==> config.mk <==
export PLATFORM = sky130hd
export DESIGN_NAME = bbox_tracker
export DESIGN_NICKNAME = d
export VERILOG_FILES = /design/src/rtl/bbox_pkg.sv /design/src/rtl/bbox_accum.sv /design/src/rtl/bbox_tracker.sv
export SDC_FILE = /design/constraint.sdc
export NUM_CORES = 2
export LEC_CHECK = 0
export CORE_ASPECT_RATIO = 0.7
export CORE_MARGIN = 2
export CORE_UTILIZATION = 55
export DETAILED_ROUTE_END_ITERATION = 6
export MAX_ROUTING_LAYER = met4
export PLACE_DENSITY = 0.84
export SLEW_MARGIN = 10
export SYNTH_ARGS = -nofsm -noshare
export SYNTH_HDL_FRONTEND = slang
export SYNTH_SLANG_ARGS = --single-unit
==> constraint.sdc <==
create_clock -name clk -period 11.7 [get_ports clk]
set_input_delay 1.17 -clock clk [delete_from_list [all_inputs] [get_ports clk]]
set_output_delay 1.17 -clock clk [all_outputs]
set_load 0.03 [all_outputs]
==> src/rtl/bbox_pkg.sv <==
// Shared constants, FSM state type and message word packing for the bbox tracker.
package bbox_pkg;

    localparam logic [31:0] MSG_HDR = 32'hAAAA_AAAA;
    localparam logic [15:0] TRL_TAG = 16'hBBBB;

    typedef enum logic [1:0] {
        IDLE,
        HDR,
        CH,
        TRL
    } msg_state_t;

    // An invalid channel reports an empty box so the CPU never sees stale coordinates.
    function automatic logic [31:0] pack_ch_word(
        input logic        valid,
        input logic [14:0] x_min,
        input logic [15:0] x_max
    );
        return valid ? {1'b1, x_min, x_max} : 32'h0;
    endfunction

endpackage

==> src/rtl/bbox_accum.sv <==
// Per-channel bounding-box accumulator: running x/y min/max and a saturating hit count.
module bbox_accum #(
    parameter int CW = 11
) (
    input  logic          clk,
    input  logic          reset,
    input  logic          init_i,
    input  logic          upd_i,
    input  logic [CW-1:0] x_i,
    input  logic [CW-1:0] y_i,
    output logic [CW-1:0] x_min_o,
    output logic [CW-1:0] x_max_o,
    output logic [CW-1:0] y_min_o,
    output logic [CW-1:0] y_max_o,
    output logic [15:0]   count_o
);

    logic [CW-1:0] x_min_q, x_min_d;
    logic [CW-1:0] x_max_q, x_max_d;
    logic [CW-1:0] y_min_q, y_min_d;
    logic [CW-1:0] y_max_q, y_max_d;
    logic [15:0]   count_q, count_d;

    always_comb begin
        // NOTE: every next-state signal takes its hold value first so no path leaves it unassigned (no latch).
        x_min_d = x_min_q;
        x_max_d = x_max_q;
        y_min_d = y_min_q;
        y_max_d = y_max_q;
        count_d = count_q;
        if (init_i) begin
            x_min_d = '1;
            x_max_d = '0;
            y_min_d = '1;
            y_max_d = '0;
            count_d = '0;
        end else if (upd_i) begin
            if (x_i < x_min_q) x_min_d = x_i;
            if (x_i > x_max_q) x_max_d = x_i;
            if (y_i < y_min_q) y_min_d = y_i;
            if (y_i > y_max_q) y_max_d = y_i;
            if (count_q != 16'hFFFF) count_d = count_q + 16'd1;
        end
    end

    always_ff @(posedge clk) begin
        // NOTE: sequential state uses non-blocking assignments so all registers see pre-edge values.
        if (reset) begin
            x_min_q <= '1;
            x_max_q <= '0;
            y_min_q <= '1;
            y_max_q <= '0;
            count_q <= '0;
        end else begin
            x_min_q <= x_min_d;
            x_max_q <= x_max_d;
            y_min_q <= y_min_d;
            y_max_q <= y_max_d;
            count_q <= count_d;
        end
    end

    assign x_min_o = x_min_q;
    assign x_max_o = x_max_q;
    assign y_min_o = y_min_q;
    assign y_max_o = y_max_q;
    assign count_o = count_q;

endmodule

==> src/rtl/bbox_tracker.sv <==
// N-channel colour bounding-box tracker with ROI, validity threshold and a frame-paced
// message writer that emits header, one word per channel and a sequence trailer.
module bbox_tracker
    import bbox_pkg::*;
#(
    parameter int N_CH       = 6,
    parameter int CW         = 11,
    parameter int FIFO_DEPTH = 256,
    parameter int FIFO_AW    = 8
) (
    input  logic               clk,
    input  logic               reset,
    input  logic               pix_valid,
    input  logic               pix_sop,
    input  logic               pix_eop,
    input  logic               pix_is_video,
    input  logic [CW-1:0]      pix_x,
    input  logic [CW-1:0]      pix_y,
    input  logic [N_CH-1:0]    pix_hit,
    input  logic [CW-1:0]      roi_left,
    input  logic [CW-1:0]      roi_right,
    input  logic [CW-1:0]      roi_top,
    input  logic [CW-1:0]      roi_bottom,
    input  logic [15:0]        min_pixels,
    input  logic [7:0]         msg_interval,
    input  logic [FIFO_AW:0]   fifo_usedw,
    output logic [31:0]        msg_data,
    output logic               msg_wr,
    output logic [N_CH*CW-1:0] box_left,
    output logic [N_CH*CW-1:0] box_right,
    output logic [N_CH*CW-1:0] box_top,
    output logic [N_CH*CW-1:0] box_bottom,
    output logic [N_CH-1:0]    box_valid,
    output logic               frame_done,
    output logic               busy
);

    localparam int IDX_W = (N_CH > 1) ? $clog2(N_CH) : 1;
    localparam logic [IDX_W-1:0] LAST_IDX = IDX_W'(N_CH - 1);
    // A message is only started when the whole burst is guaranteed to fit.
    localparam logic [FIFO_AW:0] USEDW_LIMIT = (FIFO_AW + 1)'(FIFO_DEPTH - (N_CH + 2));

    logic            in_roi;
    logic            acc_init;
    logic            acc_take;
    logic            video_eop;
    logic [N_CH-1:0] hit_sel;
    logic [N_CH-1:0] valid_now;

    logic [CW-1:0] acc_xmin  [N_CH];
    logic [CW-1:0] acc_xmax  [N_CH];
    logic [CW-1:0] acc_ymin  [N_CH];
    logic [CW-1:0] acc_ymax  [N_CH];
    logic [15:0]   acc_count [N_CH];

    assign in_roi    = (pix_x >= roi_left) && (pix_x <= roi_right) &&
                       (pix_y >= roi_top)  && (pix_y <= roi_bottom);
    assign acc_init  = pix_valid & pix_sop;
    assign acc_take  = pix_valid & ~pix_sop & in_roi;
    assign video_eop = pix_valid & pix_eop & pix_is_video;

    always_comb begin
        hit_sel = '0;
        for (int i = N_CH - 1; i >= 0; i--) begin
            if (pix_hit[i]) begin
                hit_sel    = '0;
                hit_sel[i] = 1'b1;
            end
        end
    end

    for (genvar g = 0; g < N_CH; g++) begin : g_acc
        bbox_accum #(.CW(CW)) u_accum (
            .clk     (clk),
            .reset   (reset),
            .init_i  (acc_init),
            .upd_i   (acc_take & hit_sel[g]),
            .x_i     (pix_x),
            .y_i     (pix_y),
            .x_min_o (acc_xmin[g]),
            .x_max_o (acc_xmax[g]),
            .y_min_o (acc_ymin[g]),
            .y_max_o (acc_ymax[g]),
            .count_o (acc_count[g])
        );
        assign valid_now[g] = (acc_count[g] >= min_pixels);
    end

    // Overlay boxes: latched from pre-edge accumulators, so the eop pixel never contributes.
    logic [N_CH*CW-1:0] box_left_q, box_right_q, box_top_q, box_bottom_q;
    logic [N_CH-1:0]    box_valid_q;
    logic               frame_done_q;

    always_ff @(posedge clk) begin
        if (reset) begin
            box_left_q   <= '0;
            box_right_q  <= '0;
            box_top_q    <= '0;
            box_bottom_q <= '0;
            box_valid_q  <= '0;
            frame_done_q <= 1'b0;
        end else begin
            frame_done_q <= video_eop;
            if (video_eop) begin
                for (int i = 0; i < N_CH; i++) begin
                    box_left_q[i*CW +: CW]   <= acc_xmin[i];
                    box_right_q[i*CW +: CW]  <= acc_xmax[i];
                    box_top_q[i*CW +: CW]    <= acc_ymin[i];
                    box_bottom_q[i*CW +: CW] <= acc_ymax[i];
                end
                box_valid_q <= valid_now;
            end
        end
    end

    msg_state_t       state_q;
    logic [IDX_W-1:0] idx_q;
    logic [IDX_W-1:0] nxt_idx;
    logic [31:0]      msg_data_q;
    logic             msg_wr_q;
    logic             busy_q;
    logic [7:0]       frm_cnt_q;
    logic [7:0]       frm_reload;
    logic [15:0]      seq_q;
    logic             start_ok;
    logic             msg_start;

    logic [N_CH-1:0] snap_valid_q;
    logic [CW-1:0]   snap_xmin_q [N_CH];
    logic [CW-1:0]   snap_xmax_q [N_CH];
    logic [15:0]     snap_seq_q;
    logic [31:0]     ch_words    [N_CH];

    assign nxt_idx    = idx_q + IDX_W'(1);
    assign frm_reload = (msg_interval == 8'd0) ? 8'd0 : msg_interval - 8'd1;
    assign start_ok   = (frm_cnt_q == 8'd0) && (state_q == IDLE) && (fifo_usedw <= USEDW_LIMIT);
    assign msg_start  = video_eop & start_ok;

    // NOTE: snapshot registers carry no reset; they are always written on msg_start before the FSM reads them.
    always_ff @(posedge clk) begin
        if (msg_start) begin
            snap_valid_q <= valid_now;
            snap_seq_q   <= seq_q;
            for (int i = 0; i < N_CH; i++) begin
                snap_xmin_q[i] <= acc_xmin[i];
                snap_xmax_q[i] <= acc_xmax[i];
            end
        end
    end

    always_comb begin
        for (int i = 0; i < N_CH; i++) begin
            ch_words[i] = pack_ch_word(snap_valid_q[i], 15'(snap_xmin_q[i]), 16'(snap_xmax_q[i]));
        end
    end

    // Each state names the word currently presented on msg_data.
    always_ff @(posedge clk) begin
        if (reset) begin
            state_q    <= IDLE;
            idx_q      <= '0;
            msg_data_q <= '0;
            msg_wr_q   <= 1'b0;
            busy_q     <= 1'b0;
            frm_cnt_q  <= '0;
            seq_q      <= '0;
        end else begin
            if (video_eop) begin
                seq_q <= seq_q + 16'd1;
                if (start_ok)               frm_cnt_q <= frm_reload;
                else if (frm_cnt_q != 8'd0) frm_cnt_q <= frm_cnt_q - 8'd1;
            end
            case (state_q)
                IDLE: begin
                    if (msg_start) begin
                        state_q    <= HDR;
                        msg_data_q <= MSG_HDR;
                        msg_wr_q   <= 1'b1;
                        busy_q     <= 1'b1;
                    end
                end
                HDR: begin
                    state_q    <= CH;
                    idx_q      <= '0;
                    msg_data_q <= ch_words[0];
                end
                CH: begin
                    if (idx_q == LAST_IDX) begin
                        state_q    <= TRL;
                        msg_data_q <= {TRL_TAG, snap_seq_q};
                    end else begin
                        idx_q      <= nxt_idx;
                        msg_data_q <= ch_words[nxt_idx];
                    end
                end
                TRL: begin
                    state_q    <= IDLE;
                    msg_data_q <= '0;
                    msg_wr_q   <= 1'b0;
                    busy_q     <= 1'b0;
                end
                default: begin
                    state_q  <= IDLE;
                    msg_wr_q <= 1'b0;
                    busy_q   <= 1'b0;
                end
            endcase
        end
    end

    assign msg_data   = msg_data_q;
    assign msg_wr     = msg_wr_q;
    assign busy       = busy_q;
    assign frame_done = frame_done_q;
    assign box_left   = box_left_q;
    assign box_right  = box_right_q;
    assign box_top    = box_top_q;
    assign box_bottom = box_bottom_q;
    assign box_valid  = box_valid_q;

endmodule
==> run summary <==
The congestion estimate from routability-driven global placement came to 0.948. Root buffer cell: sky130_fd_sc_hd__clkbuf_16. The final reports fail on DRC, slew limit.

Across the run, the number of max-cap violations was 0. The number of antenna violations at the first check in global routing came out at 0. Highest layer used for signal routing: met4. The clock-pin slew on the worst setup and hold paths was 0.07 ns; the multi-input gate area in the final layout was 20300 um2. The logs give 83 for the cell row count and 7.51 ns for the worst reg-to-reg setup slack. The run gives 7 as the number of optimization iterations in the first detailed-route pass.

The first global-routing pass estimated 192000 um of wire. In the detailed route, the total length drawn on met2 is 54400 um. Number of endpoints failing setup at the final stage: 0. In this run the horizontal extent of the chip is 330 um.

In this run the worst path has a maximum fanout of 14. Worst hold path class: flop to flop. For this run, the total global-route usage over all layers was measured as 32.6%. Summed over all cells, the static leakage comes to 19.9 nW. Growth of design area from synthesis to finish: 18.8%.

In this run the biggest area consumer among cell types represents 33.8% of the synthesized area. Each instance of the synthesized netlist takes up on average 9.04 um2. TritonCTS created 81 clock buffers. The run gives 13700 um as the met3 layer wire length in the routed design. The total wire length was 124000 um; the power density over the cells was 137 nW/um2. The number of buffer and inverter instances along the worst setup path came out at 3. Traced cell by cell, the critical path runs through clkdlybuf4s50_1 > buf_4 > inv_1 > ha_1 > nand2b_1 > a211oi_1 > o211ai_2 > a221oi_1 > or4_1 > a211o_1 > mux2i_1 > nor2_1.

The final sum of negative setup slack is 0 ns, and the cts-stage hold buffer count is 0. The run gives 12.20 ns as the required time of the critical path. The critical path is of the input pin to flop type. The tools report the final antenna diode count as 0.

The floorplan step defined a die boundary enclosing 76600 um2. Prior to clock tree synthesis, the placed netlist has a worst setup slack of 5.89 ns. No sink is reached through more buffers than the 3 on the longest clock path. For the worst-skew pair, the clock arrives at the later sink with an insertion delay of 0.65 ns.

For this block, the initial DRC count from the detailed router was 4258. The average detailed-routed wire length per instance was 21.2 um. Following the worst setup path forward leads to its endpoint at g_acc[5].u_accum.y_max_o[3]$_SDFFE_PP0P_.

After floorplanning, the core was sized to cover 73500 um2. The number of nets in the synthesized netlist is 5049. After synthesis, the cell types taking the most area are sky130_fd_sc_hd__dfxtp_1 34%, sky130_fd_sc_hd__ha_1 13%, sky130_fd_sc_hd__edfxtp_1 11%, sky130_fd_sc_hd__nand2_1 7.1%, sky130_fd_sc_hd__a21oi_1 4.6%.

The synthesized design contains 154 enable-type register cells. The number of hold-slack violations in the final timing report was 0. In the finished design, the share of the clock period the worst path needs comes to 44.3%. The run gives 4529 as the synthesized netlist cell count. The Yosys step of the flow raised 0 warnings. The achievable clock frequency is 193 MHz. For this configuration, the core starts out at a cell density of 55.7%. The most area-hungry cell type in the Yosys netlist was sky130_fd_sc_hd__dfxtp_1. VDD sags by at most 0.105 mV. For this run, design rule violations remaining after detail routing come to 25. The logs give 33845 for the via count of the first global-routing pass and 5.68 ns for the arrival time reported for the critical path endpoint. Buffers placed on the I/O ports in this run total 414. For the post-cts sizing count, the log shows 0.

Clock skew after layout: 0.0259 ns. The logs give 40900 um2 for the cell area after technology mapping and 3 for the total number of H-tree levels. Of the cells placed in the final design, the portion with a size suffix greater than 1 is 4.44%. The worst setup path is launched from an input pin.

The tools report the via count of the routed design as 35594. STA classifies the critical path endpoint as a flop. For the worst slew margin relative to its limit, the log shows -0.322%.

Subtracting the final worst setup slack from the clock period gives 5.18 ns. Setup repair after global routing left no endpoint under its margin. Setup slack on the critical path of the routed design comes to 6.52 ns. For this design, the slowest cell found on the critical path is sky130_fd_sc_hd__inv_1. The pin slew with the least headroom to its limit came out at 1.50 ns. Registers take 18500 um2. The count of nets left with antenna violations once routing finished came out at 0. The count of different cell masters after synthesis was 72; the CTS sink count was 845.

Number of nets in the layout: 5339. The worst reg2reg path startpoint was frm_cnt_q[2]$_SDFFE_PP0P_. The logs give 17 for the final count of pins violating max slew and 0 for the number of buffers added for setup after CTS. From bottom edge to top edge, the die measures 232 um. The total congestion overflow after global routing is 0. Reg-to-reg critical path endpoint: snap_xmin_q[3][1]$_DFFE_PP_.

The maximum cell stage delay along the critical path was 0.68 ns; the largest net degree at the start of global routing was 249. The run gives 51500 um as the routed metal-1 wirelength. The commonest register cell after synthesis was sky130_fd_sc_hd__dfxtp_1. The sequential-to-total area share from yosys stat was 45.1%. The number of cells on the worst reg-to-reg path is 6, and the sum of net half-perimeters after detailed placement is 83300 um. The run finished, with violations left.

After filler insertion, the fill cell instance count of the layout stands at 5726. The number of storage elements in the synthesis netlist was 845; the count of cell instances traversed by the critical path was 12. The tools report the launching instance or port of the critical path as pix_x[0].

416 I/O pins were placed. The detail-routed via count per cell came out at 6.07. TritonCTS built the clock tree. Async set or reset register ratio after synthesis: 0%. The kind of cell with the highest combined delay on the critical path was compound AO/OA/AOI/OAI gates.
-- worst register-to-register path: cells and delay by family (launching register included) --
family | cells | cell delay [ns]
and+or+nand+nor | 4 | 1.84
DFF | 1 | 0.35
buffers and inverters | 2 | 1.55
-- sequential cells by signal (all words and copies together), names as in the netlist, 66 cells and up --
signal,flops
box_top,66
g_acc.u_accum.x_min_o,66
box_left,66
box_right,66
g_acc.u_accum.y_max_o,66
snap_xmax_q,66
g_acc.u_accum.count_o,96
g_acc.u_accum.x_max_o,66
box_bottom,66
snap_xmin_q,66
g_acc.u_accum.y_min_o,66
-- worst min path at each step --
stage                                 startpoint                  endpoint  depth (start not counted)
final                     seq_q[15]$_SDFFE_PP0P_  snap_seq_q[15]$_DFFE_PP_                          0
after global routing      seq_q[15]$_SDFFE_PP0P_  snap_seq_q[15]$_DFFE_PP_                          0
after CTS                 seq_q[15]$_SDFFE_PP0P_  snap_seq_q[15]$_DFFE_PP_                          0
after detailed placement  seq_q[15]$_SDFFE_PP0P_  snap_seq_q[15]$_DFFE_PP_                          0
after global placement    seq_q[15]$_SDFFE_PP0P_  snap_seq_q[15]$_DFFE_PP_                          0
after floorplan           seq_q[15]$_SDFFE_PP0P_  snap_seq_q[15]$_DFFE_PP_                          0
-- final cells by class --
cell class | instances | area share, %
multi-input cells | 3092 | 41.8
clock inverters | 33 | 0.819
flip-flops and latches | 845 | 38.0
well taps | 977 | 2.51
repair buffers | 469 | 9.41
clock buffers | 114 | 4.89
inverters | 330 | 2.56
-- layer usage --
| layer | track usage [%] | vias up |
|---|---|---|
| met5 | - | - |
| met4 | 11.6 | 0 |
| met3 | 6.82 | 329 |
| met2 | 49.0 | 1896 |
| met1 | 43.6 | 16883 |
| li1 | - | 16486 |
-- cells by family (layout without fill, tap and decap cells) --
logic type               Yosys count  in the layout  synth area share (%)
flip-flops                       845            845                  45.1
adder cells (fa/ha/maj)          409            409                  12.5
XOR/XNOR                          94             94                  2.01
AND/OR/NAND/NOR                 1475           1475                  15.9
multiplexers                     158            158                  3.86
AO/OA/AOI/OAI                    955            955                  15.1
other                              1              1               0.00916
buffers and inverters            592            946                  5.53
-- cells in the mapped netlist, drive strengths merged (12+ instances only) --
master / n
o31ai: 73
nand2: 777
a221o: 33
nor2b: 34
nor2: 244
a2111oi: 16
inv: 330
dfxtp: 691
mux2i: 158
a32oi: 16
nand4: 69
o32ai: 12
nor3: 64
nand3: 141
a22oi: 25
o21ai: 126
nand2b: 22
a21oi: 374
and3: 21
a211oi: 32
nor4: 40
o211ai: 32
or3: 15
clkbuf: 220
a31oi: 27
ha: 409
a221oi: 20
a22o: 17
xnor2: 56
buf: 42
xor2: 38
o21a: 35
a21o: 54
edfxtp: 154
-- power breakdown --
part | total [mW] | switching (mW) | internal, mW
Sequential | 3.06 | 0.0400 | 3.02
Combinational | 0.828 | 0.547 | 0.281
Clock | 2.78 | 1.18 | 1.60
-- metrics by stage --
stage	area, um2	instances	total power, mW	util, %	hold slack (ns)
after floorplan	40900	4529	3.60	-	0.428
after global placement	45800	5713	3.90	62.3	0.438
after detailed placement	45800	5713	3.93	62.3	0.441
after CTS	48600	5860	6.66	66.1	0.436
after global routing	48600	5860	6.85	66.1	0.450
final	48600	5860	6.67	66.1	0.437
-- cells in the final DEF (no fill, tap or decap), types with 10 or more instances in the layout --
| cell type | count |
|---|---|
| sky130_fd_sc_hd__a2111oi_0 | 12 |
| sky130_fd_sc_hd__a211oi_1 | 26 |
| sky130_fd_sc_hd__a21o_1 | 53 |
| sky130_fd_sc_hd__a21oi_1 | 373 |
| sky130_fd_sc_hd__a221o_1 | 33 |
| sky130_fd_sc_hd__a221oi_1 | 20 |
| sky130_fd_sc_hd__a22o_1 | 17 |
| sky130_fd_sc_hd__a22oi_1 | 25 |
| sky130_fd_sc_hd__a31oi_1 | 27 |
| sky130_fd_sc_hd__a32oi_1 | 16 |
| sky130_fd_sc_hd__and3_1 | 20 |
| sky130_fd_sc_hd__buf_4 | 54 |
| sky130_fd_sc_hd__clkbuf_1 | 15 |
| sky130_fd_sc_hd__clkbuf_16 | 85 |
| sky130_fd_sc_hd__clkbuf_8 | 14 |
| sky130_fd_sc_hd__clkdlybuf4s50_1 | 413 |
| sky130_fd_sc_hd__clkinv_2 | 15 |
| sky130_fd_sc_hd__dfxtp_1 | 691 |
| sky130_fd_sc_hd__edfxtp_1 | 154 |
| sky130_fd_sc_hd__ha_1 | 409 |
| sky130_fd_sc_hd__inv_1 | 329 |
| sky130_fd_sc_hd__mux2i_1 | 158 |
| sky130_fd_sc_hd__nand2_1 | 777 |
| sky130_fd_sc_hd__nand2b_1 | 22 |
| sky130_fd_sc_hd__nand3_1 | 140 |
| sky130_fd_sc_hd__nand4_1 | 69 |
| sky130_fd_sc_hd__nor2_1 | 243 |
| sky130_fd_sc_hd__nor2b_1 | 32 |
| sky130_fd_sc_hd__nor3_1 | 62 |
| sky130_fd_sc_hd__nor4_1 | 37 |
| sky130_fd_sc_hd__o2111ai_1 | 10 |
| sky130_fd_sc_hd__o211ai_1 | 31 |
| sky130_fd_sc_hd__o21a_1 | 35 |
| sky130_fd_sc_hd__o21ai_0 | 123 |
| sky130_fd_sc_hd__o31ai_1 | 73 |
| sky130_fd_sc_hd__o32ai_1 | 12 |
| sky130_fd_sc_hd__or3_1 | 14 |
| sky130_fd_sc_hd__xnor2_1 | 56 |
| sky130_fd_sc_hd__xor2_1 | 38 |
No activity file was read; power rests on OpenSTA's default activity.
